## src/rtl/t07_mmio_pkg.sv

```systemverilog
// Shared types and encodings for the MMIO router: FSM states, decoded targets and
// the two-bit read/write/idle encodings used on the data and memory ports.
package t07_mmio_pkg;

  typedef enum logic [1:0] {IDLE, ACCESS, RESP} state_t;

  typedef enum logic [2:0] {TGT_REG, TGT_TFT, TGT_DMEM, TGT_IMEM, TGT_NONE} target_t;

  localparam logic [1:0] RWI_INST  = 2'b00;
  localparam logic [1:0] RWI_WRITE = 2'b01;
  localparam logic [1:0] RWI_READ  = 2'b10;
  localparam logic [1:0] RWI_IDLE  = 2'b11;

  localparam logic PRIO_DATA  = 1'b0;
  localparam logic PRIO_FETCH = 1'b1;

endpackage

```

## src/rtl/t07_mmio_decode.sv

```systemverilog
// Address/op decode: maps a granted request onto its slave region and says whether
// that kind of access is allowed there.
module t07_mmio_decode
  import t07_mmio_pkg::*;
#(
  parameter int ADDR_W     = 32,
  parameter int REG_LIMIT  = 1024,
  parameter int TFT_LIMIT  = 2048,
  parameter int DMEM_LIMIT = 8192,
  parameter int IMEM_BASE  = 8192
) (
  input  logic [ADDR_W-1:0] addr,
  input  logic              is_fetch,
  input  logic              is_write,
  output target_t           tgt,
  output logic              legal
);

  localparam logic [ADDR_W-1:0] REG_L  = ADDR_W'(REG_LIMIT);
  localparam logic [ADDR_W-1:0] TFT_L  = ADDR_W'(TFT_LIMIT);
  localparam logic [ADDR_W-1:0] DMEM_L = ADDR_W'(DMEM_LIMIT);
  localparam logic [ADDR_W-1:0] IMEM_B = ADDR_W'(IMEM_BASE);

  always_comb begin
    if (addr < REG_L)        tgt = TGT_REG;
    else if (addr < TFT_L)   tgt = TGT_TFT;
    else if (addr < DMEM_L)  tgt = TGT_DMEM;
    else if (addr >= IMEM_B) tgt = TGT_IMEM;
    else                     tgt = TGT_NONE;
  end

  // Fetches may only hit IMEM; data ports never may.
  always_comb begin
    legal = 1'b0;
    if (is_fetch) legal = (tgt == TGT_IMEM);
    else begin
      unique case (tgt)
        TGT_REG:  legal = !is_write;
        TGT_TFT:  legal = is_write;
        TGT_DMEM: legal = 1'b1;
        default:  legal = 1'b0;
      endcase
    end
  end

endmodule

```

## src/rtl/t07_mmio_router.sv

```systemverilog
// MMIO router: round-robin between fetch and data ports, one outstanding strobe/ack
// transaction at a time, registered response with a one-cycle done pulse.
module t07_mmio_router
  import t07_mmio_pkg::*;
#(
  parameter int ADDR_W     = 32,
  parameter int DATA_W     = 32,
  parameter int REG_LIMIT  = 1024,
  parameter int TFT_LIMIT  = 2048,
  parameter int DMEM_LIMIT = 8192,
  parameter int IMEM_BASE  = 8192,
  parameter int TIMEOUT    = 255
) (
  input  logic              clk,
  input  logic              rst,
  input  logic              fetch_req,
  input  logic [ADDR_W-1:0] fetch_addr,
  output logic [DATA_W-1:0] fetch_data,
  output logic              fetch_done,
  output logic              fetch_err,
  input  logic [1:0]        d_rwi,
  input  logic [ADDR_W-1:0] d_addr,
  input  logic [DATA_W-1:0] d_wdata,
  output logic [DATA_W-1:0] d_rdata,
  output logic              d_done,
  output logic              d_err,
  output logic              busy,
  output logic              reg_ri,
  output logic [ADDR_W-1:0] reg_addr,
  input  logic [DATA_W-1:0] reg_rdata,
  input  logic              reg_ack,
  output logic              tft_wi,
  output logic [ADDR_W-1:0] tft_addr,
  output logic [DATA_W-1:0] tft_wdata,
  input  logic              tft_ack,
  output logic [1:0]        mem_rwi,
  output logic [ADDR_W-1:0] mem_addr,
  output logic [DATA_W-1:0] mem_wdata,
  input  logic [DATA_W-1:0] mem_rdata,
  input  logic              mem_ack
);

  localparam int CNT_W = $clog2(TIMEOUT + 2);

  state_t            state_q, state_d;
  target_t           tgt_q, dec_tgt;
  logic              prio_q, fetch_q, write_q, err_q, dec_legal;
  logic [ADDR_W-1:0] addr_q;
  logic [DATA_W-1:0] wdata_q, sel_rdata;
  logic [CNT_W-1:0]  cnt_q;

  logic fetch_pend, d_pend, gnt_fetch, gnt_any, ack_sel, tmo_hit, mem_sel;
  logic [ADDR_W-1:0] addr_sel;

  assign fetch_pend = fetch_req;
  assign d_pend     = (d_rwi == RWI_WRITE) || (d_rwi == RWI_READ);
  assign gnt_fetch  = fetch_pend && (!d_pend || prio_q == PRIO_FETCH);
  assign gnt_any    = fetch_pend || d_pend;
  assign addr_sel   = gnt_fetch ? fetch_addr : d_addr;

  t07_mmio_decode #(
    .ADDR_W(ADDR_W), .REG_LIMIT(REG_LIMIT), .TFT_LIMIT(TFT_LIMIT),
    .DMEM_LIMIT(DMEM_LIMIT), .IMEM_BASE(IMEM_BASE)
  ) u_decode (
    .addr(addr_sel), .is_fetch(gnt_fetch), .is_write(d_rwi == RWI_WRITE),
    .tgt(dec_tgt), .legal(dec_legal)
  );

  always_comb begin
    ack_sel   = 1'b0;
    sel_rdata = '0;
    unique case (tgt_q)
      TGT_REG:  begin ack_sel = reg_ack; sel_rdata = reg_rdata; end
      TGT_TFT:  ack_sel = tft_ack;
      TGT_DMEM, TGT_IMEM: begin ack_sel = mem_ack; sel_rdata = mem_rdata; end
      default:  ack_sel = 1'b0;
    endcase
  end

  // cnt_q + 1 is the number of ACCESS cycles including the current one.
  assign tmo_hit = (TIMEOUT != 0) && ((cnt_q + CNT_W'(1)) == CNT_W'(TIMEOUT));

  always_ff @(posedge clk or posedge rst) begin
    if (rst) state_q <= IDLE;
    else     state_q <= state_d;
  end

  always_comb begin
    state_d = state_q;
    unique case (state_q)
      IDLE:    if (gnt_any) state_d = dec_legal ? ACCESS : RESP;
      ACCESS:  if (ack_sel || tmo_hit) state_d = RESP;
      RESP:    state_d = IDLE;
      default: state_d = IDLE;
    endcase
  end

  always_comb begin
    busy       = (state_q != IDLE);
    reg_ri     = (state_q == ACCESS) && (tgt_q == TGT_REG);
    tft_wi     = (state_q == ACCESS) && (tgt_q == TGT_TFT);
    mem_sel    = (state_q == ACCESS) && (tgt_q == TGT_DMEM || tgt_q == TGT_IMEM);
    reg_addr   = reg_ri ? addr_q : '0;
    tft_addr   = tft_wi ? addr_q : '0;
    tft_wdata  = tft_wi ? wdata_q : '0;
    mem_addr   = mem_sel ? addr_q : '0;
    mem_wdata  = (mem_sel && write_q) ? wdata_q : '0;
    mem_rwi    = !mem_sel ? RWI_IDLE : fetch_q ? RWI_INST : write_q ? RWI_WRITE : RWI_READ;
    fetch_done = (state_q == RESP) && fetch_q;
    fetch_err  = fetch_done && err_q;
    d_done     = (state_q == RESP) && !fetch_q;
    d_err      = d_done && err_q;
  end

  // Response registers load on the edge into RESP so data is valid with done.
  always_ff @(posedge clk or posedge rst) begin
    if (rst) begin
      prio_q     <= PRIO_DATA;
      fetch_q    <= 1'b0;
      write_q    <= 1'b0;
      err_q      <= 1'b0;
      tgt_q      <= TGT_NONE;
      addr_q     <= '0;
      wdata_q    <= '0;
      cnt_q      <= '0;
      fetch_data <= '0;
      d_rdata    <= '0;
    end else begin
      unique case (state_q)
        IDLE: if (gnt_any) begin
          fetch_q <= gnt_fetch;
          write_q <= !gnt_fetch && (d_rwi == RWI_WRITE);
          addr_q  <= addr_sel;
          wdata_q <= d_wdata;
          tgt_q   <= dec_tgt;
          err_q   <= !dec_legal;
          cnt_q   <= '0;
          // Priority only rotates when both ports actually contended.
          if (fetch_pend && d_pend) prio_q <= gnt_fetch ? PRIO_DATA : PRIO_FETCH;
          if (!dec_legal) begin
            if (gnt_fetch) fetch_data <= '0;
            else           d_rdata    <= '0;
          end
        end
        ACCESS: begin
          cnt_q <= cnt_q + CNT_W'(1);
          if (ack_sel) begin
            if (fetch_q) fetch_data <= sel_rdata;
            else         d_rdata    <= write_q ? '0 : sel_rdata;
          end else if (tmo_hit) begin
            err_q <= 1'b1;
            if (fetch_q) fetch_data <= '0;
            else         d_rdata    <= '0;
          end
        end
        default: ;
      endcase
    end
  end

endmodule
```

## config.mk

```make
export PLATFORM = sky130hd
export DESIGN_NAME = t07_mmio_router
export DESIGN_NICKNAME = d
export VERILOG_FILES = /design/src/rtl/t07_mmio_pkg.sv /design/src/rtl/t07_mmio_decode.sv /design/src/rtl/t07_mmio_router.sv
export SDC_FILE = /design/constraint.sdc
export NUM_CORES = 1
export LEC_CHECK = 0
export ABC_AREA = 1
export CAP_MARGIN = 5
export CORE_AREA = 5 5 151 153
export DETAILED_ROUTE_END_ITERATION = 8
export DIE_AREA = 0 0 156 158
export DONT_BUFFER_PORTS = 1
export GPL_TIMING_DRIVEN = 0
export PLACE_DENSITY_LB_ADDON = 0.2
export SLEW_MARGIN = 20
export SYNTH_ARGS = -nofsm -noshare
export SYNTH_HDL_FRONTEND = slang
export SYNTH_SLANG_ARGS = --single-unit
```

## constraint.sdc

```tcl
create_clock -name clk -period 6.05 [get_ports clk]
set_input_delay 1.21 -clock clk [delete_from_list [all_inputs] [get_ports clk]]
set_output_delay 1.21 -clock clk [all_outputs]
set_load 0.02 [all_outputs]
```

# Word-level counts from Yosys, hierarchy flattened
# Index checks and enable logic that the tools add are counted.
word_totals:
  latchBits: 0
  in_bits: 168
  n_memories: 0
  mem_bits_ro: 0
  register_bits: 146
  mem_bits_rw: 0
classes:
  shift: 0
  order_cmp: 4
  n_reduce_logical: 34
  n_mux: 45
  n_eq_ne: 23
  multipliers: 0
  bitwise_logic: 0
  addsub: 1
  div: 0
ops:
  columns: ["operator", "n"]
  rows:
  - ["$mux 32", 21]
  - ["$pmux 32 s2", 3]
  - ["$ge 32x14->1 const B", 1]
  - ["$lt 32x11->1 const B", 1]
  - ["$lt 32x12->1 const B", 1]
  - ["$lt 32x14->1 const B", 1]
  - ["$pmux 9 s2", 1]
  - ["$ne 3x3->1 const B", 5]
  - ["$ne 2x2->1 const B", 7]
  - ["$reduce_and 7->1", 2]
  - ["$eq 3x2->1 const B", 4]
  - ["$mux 2", 6]
  - ["$mux 3", 4]
  - ["$logic_and 1x1->1", 11]
  - ["$add 9x1->9 const B", 1]
  - ["$eq 9x8->1 const B", 1]
  - ["$mux 9", 1]
  - ["$eq 3x1->1 const B", 2]
  - ["$logic_not 3->1", 2]
  - ["$pmux 1 s3", 2]
  - ["$reduce_and 2->1", 3]
  - ["$logic_not 1->1", 5]
  - ["$logic_or 1x1->1", 5]
  - ["$mux 1", 5]
  - ["9 further kinds", 12]

# Depth between registers and ports, before layout
# Gate-level depths: netlist of run 1.
logic_depth:
  word_depth: 17
  mapped_depth: 18

# Cells and area by module
# From an unflattened synthesis of run 1, not the netlist that was laid out.
unflattened:
  cells_unflattened: 1265
  hier_area_um2: 8700.8
by_module_without_submodules:
  columns: ["mod", "area_each_um2", "cells_each", "n_inst"]
  rows:
  - ["t07_mmio_router", 8539.4, 1231, 1]
  - ["t07_mmio_decode", 161.4, 34, 1]

# Worst setup path after synthesis of run 1
# OpenSTA, ideal clock, no wires.
synth_timing:
  kind: "flip-flop to output port"
  startpoint: "register state_q[0]"
  endpoint: "output reg_addr[10]"
  required_ns: 4.840
  stages_incl_launch_ff: 9
  path_buffers: 2
  slack_ns: 2.869
  t_arrival_ns: 1.971
  cell_sequence: "dfrtp_1 -> inv_1 -> nor2_1 -> buf_2 -> clkinv_1 -> nor2_1 -> inv_1 -> clkbuf_1 -> nor2_1"
synth_between:
  elab_chain_cells: 3
synth_rtl:
  columns: ["element", "line_no", "rtl"]
  rows:
  - ["start, declared", "t07_mmio_router.sv:45", "state_t state_q, state_d;"]
  - ["start signal, assigned", "t07_mmio_router.sv:85", "else state_q <= state_d;"]
  - ["$eq 2x1->1", "t07_mmio_router.sv:100", "reg_ri = (state_q == ACCESS) && (tgt_q == TGT_REG);"]
  - ["$logic_and 1x1->1", "t07_mmio_router.sv:100", null]
  - ["via reg_ri", "t07_mmio_router.sv:28", "output logic reg_ri,"]
  - ["$mux 32", "t07_mmio_router.sv:103", "reg_addr = reg_ri ? addr_q : '0;"]
  - ["end, declared", "t07_mmio_router.sv:29", "output logic [ADDR_W-1:0] reg_addr,"]
# The timed path passes the listed nets, and every way through them passes these cells.

# Worst setup path after layout of run 1
layout_timing:
  startpoint: "register state_q[0]"
  endpoint: "output mem_addr[10]"
layout_between:
  elab_chain_cells: 3
layout_rtl:
  columns: ["element", "line_no", "rtl"]
  rows:
  - ["$eq 2x1->1", "t07_mmio_router.sv:102", "mem_sel = (state_q == ACCESS) && (tgt_q == TGT_DMEM || tgt_q == TGT_IMEM);"]
  - ["$logic_and 1x1->1", "t07_mmio_router.sv:102", null]
  - ["$mux 32", "t07_mmio_router.sv:106", "mem_addr = mem_sel ? addr_q : '0;"]
  - ["end, declared", "t07_mmio_router.sv:37", "output logic [ADDR_W-1:0] mem_addr,"]
# Every way passes these cells.

==> results of run 1 <==
power groups by stage:
stage	logic, W	clock network [W]	registers (W)
floorplan	0.00129	0	0.00149
global placement	0.00184	0	0.00153
detailed placement	0.00185	0	0.00153
CTS	0.00186	0.00117	0.00152
global route	0.00205	0.00120	0.00155
finish	0.00185	0.00114	0.00152
worst max path at each step:
stage	start	end	slack, ns	depth (start not counted)
2_1_floorplan	rst	addr_q[0]	0.92	1
3_3_place_gp	rst	d_rdata[1]	-1.0	1
3_5_place_dp	fetch_req	addr_q[9]	2.11	7
4_1_cts	state_q[0]	reg_addr[3]	1.72	8
5_1_grt	state_q[0]	reg_addr[3]	1.53	8
6_report	state_q[0]	mem_addr[10]	1.77	8
flip-flops by register name, summed over array words and instances, names as in the netlist:
register and cells:
state_q 2, tgt_q 3, wdata_q 32, fetch_q 1
d_rdata 32, write_q 1, err_q 1, fetch_data 32
prio_q 1, cnt_q 9, addr_q 32
through the flow:
step | hold slack (ns) | worst slack [ns] | power (W) | util [%] | setup TNS [ns]
2_1_floorplan | 0.4431 | 0.9187 | 0.002775 | - | 0
3_3_place_gp | 0.4626 | -0.9957 | 0.003372 | 38.06 | -143.21
5_1_grt | 0.4931 | 1.532 | 0.004806 | 41.17 | 0
6_report | 0.4811 | 1.775 | 0.004506 | 41.17 | 0
4_1_cts | 0.4797 | 1.717 | 0.004547 | 41.17 | 0
3_5_place_dp | 0.4708 | 2.107 | 0.003387 | 38.22 | 0
synth_stat cells (2+ instances only):
library cell	n	area (µm²)
o21ai_0	78	390.4
clkbuf_1	45	168.9
o22ai_1	13	81.33
buf_4	6	45.04
nand3_1	38	190.2
dfrtp_1	145	3628
nand4_1	35	219.0
o21ai_1	36	180.2
nor4_1	2	12.51
nand3b_1	2	15.01
nor2_1	228	855.8
nor2_2	3	18.77
nand2_1	271	1017
buf_2	15	75.07
inv_1	102	382.9
a22o_1	32	280.3
a21oi_1	2	10.01
buf_6	4	45.04
inv_2	2	7.510
ha_1	3	37.54
nand3_2	2	20.02
nor3_1	3	15.01
cell families (layout without fill, tap and decap cells):
logic type | count (synthesis) | in the layout
simple gates | 588 | 588
buf+inv | 175 | 208
compound gates | 164 | 164
flops | 146 | 146
fa+ha+maj | 3 | 3
xor+xnor | 1 | 1
critical path, cell delays in order, from the launching register on:
cell      delay [ns]
dfrtp_1         0.42
inv_1           0.09
nor2_1          0.12
buf_2           0.25
clkinv_1        0.28
nor2_1          0.35
inv_1           0.19
clkbuf_1        0.40
nor2_1          0.55
cell type report:
cell class	count	area [µm²]	area share, %
flip-flops and latches	146	3655	41.44
multi-input cells	756	3418	38.76
clock buffers	18	429.2	4.867
inverters	105	401.6	4.554
well taps	280	350.3	3.973
plain buffers	70	334.1	3.788
clock inverters	14	202.7	2.299
repair buffers	1	27.53	0.3121
layer usage:
| layer | vias to the layer above | GRT usage [%] |
|---|---|---|
| met5 | - | 0 |
| met3 | 45 | 7.545 |
| met1 | 3461 | 27.48 |
| met4 | 2 | 8.795 |
| met2 | 357 | 38.19 |
| li1 | 3477 | - |
==> run metrics, run 1 <==
critical path capture point type=primary output; P_sw=0.002085 W; Post-CTS Resized=0; die area=24650 µm²; worst hold path stage count=2; vias in the first global route=7234; simple-gate area share of the yosys netlist=30.84%; largest buffer count on any clock path=2; clock latency on the worst-skew pair=0.43 ns; root buf cell=clkbuf_16; fmax=0.2339 GHz; Sw Share=46.28%; I/O Pins=401; Startpoint Class=flip-flop; Die Ht=158 µm; Pre-antenna DRT Iters=5; First DRT Iteration DRCs=466; Int Pwr=0.002421 W; IO buf count=0; Gate power share=41.0%; worst r2r src=state_q[1]; power share of the clock group=25.4%; Hold Path Class=flip-flop to flip-flop; RSZ-0062 raised after global routing=no; Final period util=70.66%; fin cells=1390; area of the mapped netlist=7801 µm²; Num CTS Buffers=17; # setup viols final=0; Yosys cell types=32; Post-CTS Setup Bufs=0; ANT nets after route=0; routed length per instance=21.11 µm; WP data arrival=3.07 ns; R2R Setup Slk=2.77 ns; Slew @ Worst Pin=0.9632 ns; Post-synth ARST share=100.0%; synthesized-area fraction occupied by adder cells=0.4812%; Synth Area in XOR/XNOR=0.1123%; hold worst-path end=tgt_q[2]; Max Cap Violations=0; Slew headroom=35.19%; CTS tree=yes; Final min period=4.275 ns; GRT Total Usage=22.87%; # hold bufs at CTS=0; Avg Inst Size Synth=7.243 µm²; antenna diode count=0; first-pass GRT wire length=42990 µm; Worst-path clk slew=0.06 ns; Rows=54; DRC errors left=0; die width=156 µm; power density over the cells=511.0 nW/µm²; IR drop worst, VDD=0.1855 mV; sequential share of power=33.6%; post-place instance area=8187 µm²; main combinational cell family by area after synthesis=simple AND/OR/NAND/NOR gates; Post-Syn Nets=1248; register area share after synthesis=46.85%; status=finished clean; clock sink count=146; Worst R2R End=addr_q[7]; hold path start=tgt_q[2]; required time worst endpoint=4.84 ns; Vias/cell=5.282; placed insts=1358; Post-synth EDFFs=0; Leak=4.333 nW; reg2reg path depth=6; share of cells above drive strength 1=6.306%; CP Class=flip-flop to primary output; starting density of the core=36.42%; highest metal used=met5; RD Place Congestion=0.9333; H-tree levels=4; Cells after Synth=1077; max-slew violations=0; Yosys warning total=0; # fillers=2301; gr ovfl total=0; nets@finish=1268; Area Growth Syn to Fin=13.04%; endpoints failing hold=0; leading cell type in the layout, fill and taps excluded=nand2_1; hpwl dp=22730 µm; Top FF cell, synth=dfrtp_1; final instance area=8818 µm²; Detailed Route WL=29350 µm; most frequent cells in the layout=nand2_1, nor2_1, dfrtp_1; initial antenna violation count=1; mux cell area share after synthesis=0%; clock skew=0.01174 ns; Vias=7342; FF+latch count, synth=146; pin count of the biggest net entering global routing=82; met3 WL post-DR=2883 µm; Crit Path Max Fanout=10; WL met1=11290 µm; Core Area=21420 µm²; complex-gate fraction of the synthesized area=12.38%; DR WL met2=14320 µm
Power figures use the tool's default switching activity.
==> run 2, diff against run 1 <==
--- a/config.mk
+++ b/config.mk
@@ -5,7 +5,7 @@
 export SDC_FILE = /design/constraint.sdc
 export NUM_CORES = 1
 export LEC_CHECK = 0
-export ABC_AREA = 1
+export ABC_AREA = 0
 export CAP_MARGIN = 5
 export CORE_AREA = 5 5 151 153
 export DETAILED_ROUTE_END_ITERATION = 8
==> constraint.sdc (replaced) <==
create_clock -name clk -period 3.6 [get_ports clk]
set_input_delay 0.72 -clock clk [delete_from_list [all_inputs] [get_ports clk]]
set_output_delay 0.72 -clock clk [all_outputs]
set_load 0.02 [all_outputs]
==> run 2 against run 1 <==
Cell count fell by 20%. Clock power rose by 57%. Area after synthesis rose by 3.3%. Utilization rose by 1.4 points. Sequential cell count did not move. Routed wire length fell by 4.7%. Worst hold slack got worse by 0.30 ns. Critical endpoint is now reg_addr[29]. Global-route usage fell by 1.1 points. First-iteration DRC count fell by 52%.
==> run metrics, run 2 <==
status=finished clean; reg2reg path depth=8; Critical Path Source=tgt_q[0]; Post-synth EDFFs=0; most frequent cells in the layout=dfrtp_1, and2_1, nor2_1; Post-Syn Nets=968; pin count of the biggest net entering global routing=32; area share of the largest cell type after synthesis=45.05%; Yosys cell types=53; Crit. path cell count=5; Pre-antenna DRT Iters=4; # setup viols final=0; GRT Total Usage=21.76%; fmax=0.2861 GHz; max-slew violations=0; simple-gate area share of the yosys netlist=22.49%; nets@finish=992; Setup TNS Final=0 ns; Slew @ Worst Pin=0.8255 ns; H-tree levels=4; mux cell area share after synthesis=19.06%; met1 usage=27.24%; R2R Setup Slk=0.60 ns; IR drop worst, VDD=0.3438 mV; leading cell type in the layout, fill and taps excluded=dfrtp_1; fin cells=1114; hpwl dp=22290 µm; First DRT Iteration DRCs=225; Final period util=97.10%; Post-synth ARST share=100.0%; Detailed Route WL=27960 µm; Area Growth Syn to Fin=13.08%; clock sink count=146; Synth Area in XOR/XNOR=0.2175%; GRT met2 Usage=36.73%; Post-synth top cells=dfrtp_1, and2_1, nor2_1, and3_1, mux2_2; ranking of synthesized cells by area=dfrtp_1, mux2_2, and2_1, mux2_4, and3_1; Die Ht=158 µm; power density over the cells=762.7 nW/µm²; Startpoint Class=flip-flop; area of the mapped netlist=8055 µm²; largest buffer count on any clock path=2; root buf cell=clkbuf_16; Num CTS Buffers=17; CP Class=flip-flop to primary output; Crit Path Max Fanout=10; IO buf count=0; first-pass GRT wire length=40670 µm; clock skew=0.01185 ns; crit path cell chain=nor3_1 -> clkbuf_2 -> clkbuf_2 -> clkbuf_1 -> and3_1; placed insts=1082; Final min period=3.496 ns; antenna diode count=0; Vias=6155; Vias/cell=5.525; WP data arrival=2.78 ns; Rows=54; Cells after Synth=797; slowest CP cell=nor3_1; die width=156 µm; complex-gate fraction of the synthesized area=8.776%; CTS tree=yes; met3 Use GR=6.424%; CP peak stage delay=0.47 ns; final instance area=9109 µm²; required time worst endpoint=2.88 ns; ANT nets after route=0; buffer and inverter count on the worst path=3; routed length per instance=25.09 µm; cell family with most CP delay=buffers and inverters; share of cells above drive strength 1=18.35%; FF+latch count, synth=146; CP most frequent cell=clkbuf_2; cell accounting for the most synthesized area=dfrtp_1; starting density of the core=37.61%; main combinational cell family by area after synthesis=simple AND/OR/NAND/NOR gates; Leak=4.343 nW; Avg Inst Size Synth=10.11 µm²; register area share after synthesis=45.37%; synthesized-area fraction occupied by adder cells=0.4660%; Critical Path Sink=reg_addr[29]; RD Place Congestion=0.8454; GRT Max-Usage Layer=met2; die area=24650 µm²; most instantiated library cell after synthesis=dfrtp_1; worst r2r src=cnt_q[0]; RSZ-0062 raised after global routing=no; endpoints failing hold=0; clock latency on the worst-skew pair=0.42 ns; I/O Pins=401; Top FF cell, synth=dfrtp_1; gr ovfl total=0; Worst R2R End=d_rdata[15]; Core Area=21420 µm²; DRC errors left=0; Worst-path clk slew=0.07 ns; vias in the first global route=6444; initial antenna violation count=1; Max Cap Violations=0; Slew headroom=44.38%; critical path capture point type=primary output; Hold Path Class=input port to asynchronous set/reset pin; Yosys warning total=0; post-place instance area=8517 µm²
## run 2: changes by cell type after synthesis, sizes merged, moves of 66 or more
| cell | before | now |
|---|---|---|
| and2 | 0 | 101 |
| nor2 | 231 | 81 |
| inv | 104 | 6 |
| and3 | 0 | 66 |
| nand2 | 273 | 45 |
| mux2 | 0 | 97 |
## run 2: layout make-up
type,instances,area [µm²]
Fill cell,2172,12310
Sequential cell,146,3655
Inverter,6,26.28
Tap cell,280,350.3
Timing Repair Buffer,5,107.6
Clock buffer,19,432.9
Buffer,63,276.5
Clock inverter,13,151.4
Multi-Input combinational cell,582,4109
## run 2: worst min path at each step
stage               startpoint             end
global placement        prio_q          prio_q
finish                     rst  fetch_data[21]
detailed placement      prio_q          prio_q
global route               rst  fetch_data[19]
floorplan               prio_q          prio_q
CTS                        rst  fetch_data[19]
## run 2: cells by family (layout without fill, tap and decap cells)
kind of cell | count (synthesis) | after routing
xor+xnor | 2 | 2
simple gates | 337 | 337
compound gates | 110 | 110
flops | 146 | 146
buf+inv | 69 | 106
mux | 130 | 130
fa+ha+maj | 3 | 3
## run 2: report_power, final
group / internal, W / switching (W) / leakage [nW]
sequential: 0.00220 / 0.000723 / 1.88
combinational: 0.000907 / 0.00132 / 2.18
clock: 0.00104 / 0.000759 / 0.276
## run 2: what timing repair did
item / in CTS / in global routing
hold buffers: 0 / 0
endpoints found under the setup margin: 37 / 8
endpoints found under the hold margin: 0 / 0
buffers inserted: 0 / 0
resized for setup: 5 / 4
## run 2: stage by stage
step	worst slack, ns	power (W)	hold slack (ns)	util [%]
global route	0.04199	0.007376	0.1879	42.53
detailed placement	0.1132	0.005211	0.4811	39.77
floorplan	0.7179	0.004462	0.4474	-
global placement	0.1031	0.005146	0.4616	39.26
finish	0.1045	0.006947	0.1802	42.53
CTS	0.09310	0.007038	0.1685	42.52
## run 2: metal layers
layer	vias to the layer above	part of all wire (%)
met4	2	1.6
met5	-	0.025
li1	2820	-
met2	295	49
met3	24	8.5
met1	3014	41
==> run 3, diff against run 2 <==
--- a/config.mk
+++ b/config.mk
@@ -5,11 +5,11 @@
 export SDC_FILE = /design/constraint.sdc
 export NUM_CORES = 1
 export LEC_CHECK = 0
-export ABC_AREA = 0
+export ABC_AREA = 1
 export CAP_MARGIN = 5
-export CORE_AREA = 5 5 151 153
+export CORE_AREA = 5 5 153 155
 export DETAILED_ROUTE_END_ITERATION = 8
-export DIE_AREA = 0 0 156 158
+export DIE_AREA = 0 0 158 160
 export DONT_BUFFER_PORTS = 1
 export GPL_TIMING_DRIVEN = 0
 export PLACE_DENSITY_LB_ADDON = 0.2
==> constraint.sdc (replaced) <==
create_clock -name clk -period 3 [get_ports clk]
set_input_delay 0.6 -clock clk [delete_from_list [all_inputs] [get_ports clk]]
set_output_delay 0.6 -clock clk [all_outputs]
set_load 0.02 [all_outputs]
==> run 3 against run 2 <==
Die area grew 2.6%. Sequential share of layout area shrank 2.9 points. Via count grew 20%. Sequential cell count is the same. Utilization grew 2.7 points. Global-route usage grew 1.2 points. Clock skew shrank 0.00097 ns. Combinational power grew 95%. Cell count grew 25%. Worst hold slack lost 0.16 ns. Largest cell class unchanged. Non-clock buffer count grew 8.
==> run metrics, run 3 (synthesized netlist as in run 1, its figures left out) <==
status=finished clean; routed length per instance=21.80 µm; clock skew=0.01088 ns; max-slew violations=0; Rows=54; Critical Path Source=state_q[0]; R2R Setup Slk=0.22 ns; clock sink count=146; RD Place Congestion=0.8903; GRT Total Usage=22.94%; Vias/cell=5.320; Hold Path Class=input port to asynchronous set/reset pin; antenna diode count=0; Final min period=2.925 ns; CTS tree=yes; worst r2r src=state_q[1]; Crit Path Max Fanout=10; critical path capture point type=primary output; reg2reg path depth=6; Final Power=0.009833 W; CP most frequent cell=nor2_1; share of cells above drive strength 1=20.13%; initial antenna violation count=1; Setup WS post-layout=0.07464 ns; Vias=7411; hpwl dp=23200 µm; nets@finish=1273; Core Area=21690 µm²; Final period util=97.51%; CP peak stage delay=0.42 ns; WP data arrival=2.33 ns; Num CTS Buffers=17; IO buf count=0; post-place setup slack=-0.3958 ns; First DRT Iteration DRCs=517; die width=158 µm; RSZ-0062 raised after global routing=yes; IR drop worst, VDD=0.3903 mV; Detailed Route WL=30360 µm; power density over the cells=1002 nW/µm²; slowest CP cell=nor2_1; required time worst endpoint=2.40 ns; ANT nets after route=0; fmax=0.3418 GHz; Core Util, Final=45.26%; post-place instance area=8255 µm²; vias in the first global route=7454; Critical Path Sink=tft_wdata[18]; Die Ht=160 µm; H-tree levels=4; Slew headroom=29.96%; Slew @ Worst Pin=1.041 ns; I/O Pins=401; largest buffer count on any clock path=2; gr ovfl total=0; endpoints failing hold=0; die area=25280 µm²; pin count of the biggest net entering global routing=33; leading cell type in the layout, fill and taps excluded=nand2_1; crit path cell chain=inv_1 -> nor2_1 -> buf_6 -> nand3_1 -> clkbuf_2 -> clkbuf_1 -> nor2_1; Area Growth Syn to Fin=25.82%; hold_ws=0.02414 ns; Max Cap Violations=0; Pre-antenna DRT Iters=5; starting density of the core=35.97%; clock latency on the worst-skew pair=0.42 ns; Worst R2R End=addr_q[8]; Worst-path clk slew=0.06 ns; most frequent cells in the layout=nand2_1, dfrtp_1, inv_1; root buf cell=clkbuf_16; # setup viols final=0; first-pass GRT wire length=44760 µm; Startpoint Class=flip-flop; final instance area=9816 µm²; CP Class=flip-flop to primary output; Leak=4.429 nW; DRC errors left=0
==> run 3: routing by layer <==
layer,up-vias,global-route usage (%),part of all wire (%)
met5,-,0,0.023
met2,366,38.74,50
met4,2,8.259,2.7
met3,53,7.064,9.7
li1,3490,-,-
met1,3500,27.46,38
==> run 3: final cells by class <==
class                   count  area [µm²]
plain buffers              70       412.9
clock buffers              17       425.4
clock inverters            13       235.2
fillers                  2222       11870
inverters                 105       406.6
multi-input cells         756        4222
flip-flops and latches    146        3656
well taps                 280       350.3
repair buffers              6       107.6
==> run 3: per-stage QoR <==
step | std cells | TNS (ns)
after global placement | 1357 | -72.89
after global routing | 1393 | -0.5868
after CTS | 1392 | 0
after detailed placement | 1362 | -13.22
after floorplan | 1077 | 0
final | 1393 | 0
==> run 3: what timing repair did <==
item	in CTS	in global routing
pin swaps	0	2
hold buffers	0	0
buffers inserted	0	1
resized for setup	201	72
endpoints found under the hold margin	0	0
endpoints found under the setup margin	157	125
==> run 3: how the worst min path moves through the flow <==
stage,start,end,slack (ns),depth (start not counted)
6_report,rst,d_rdata[2],0.02,1
2_1_floorplan,state_q[1],state_q[1],0.44,1
5_1_grt,rst,d_rdata[2],0.03,1
3_3_place_gp,tgt_q[2],tgt_q[2],0.47,2
3_5_place_dp,rst,d_rdata[2],0.46,1
4_1_cts,rst,d_rdata[0],0.01,1
==> run 3: critical path, delay by kind of cell, from the launching register on <==
kind | cells | cell delay, ns
DFF | 1 | 0.40
buffers and inverters | 4 | 0.82
and+or+nand+nor | 3 | 0.68
==> run 3: power breakdown <==
part	total, W	internal, W	switching, W
registers	0.00305	0.00260	0.000456
clock network	0.00243	0.00156	0.000870
logic	0.00435	0.00100	0.00335
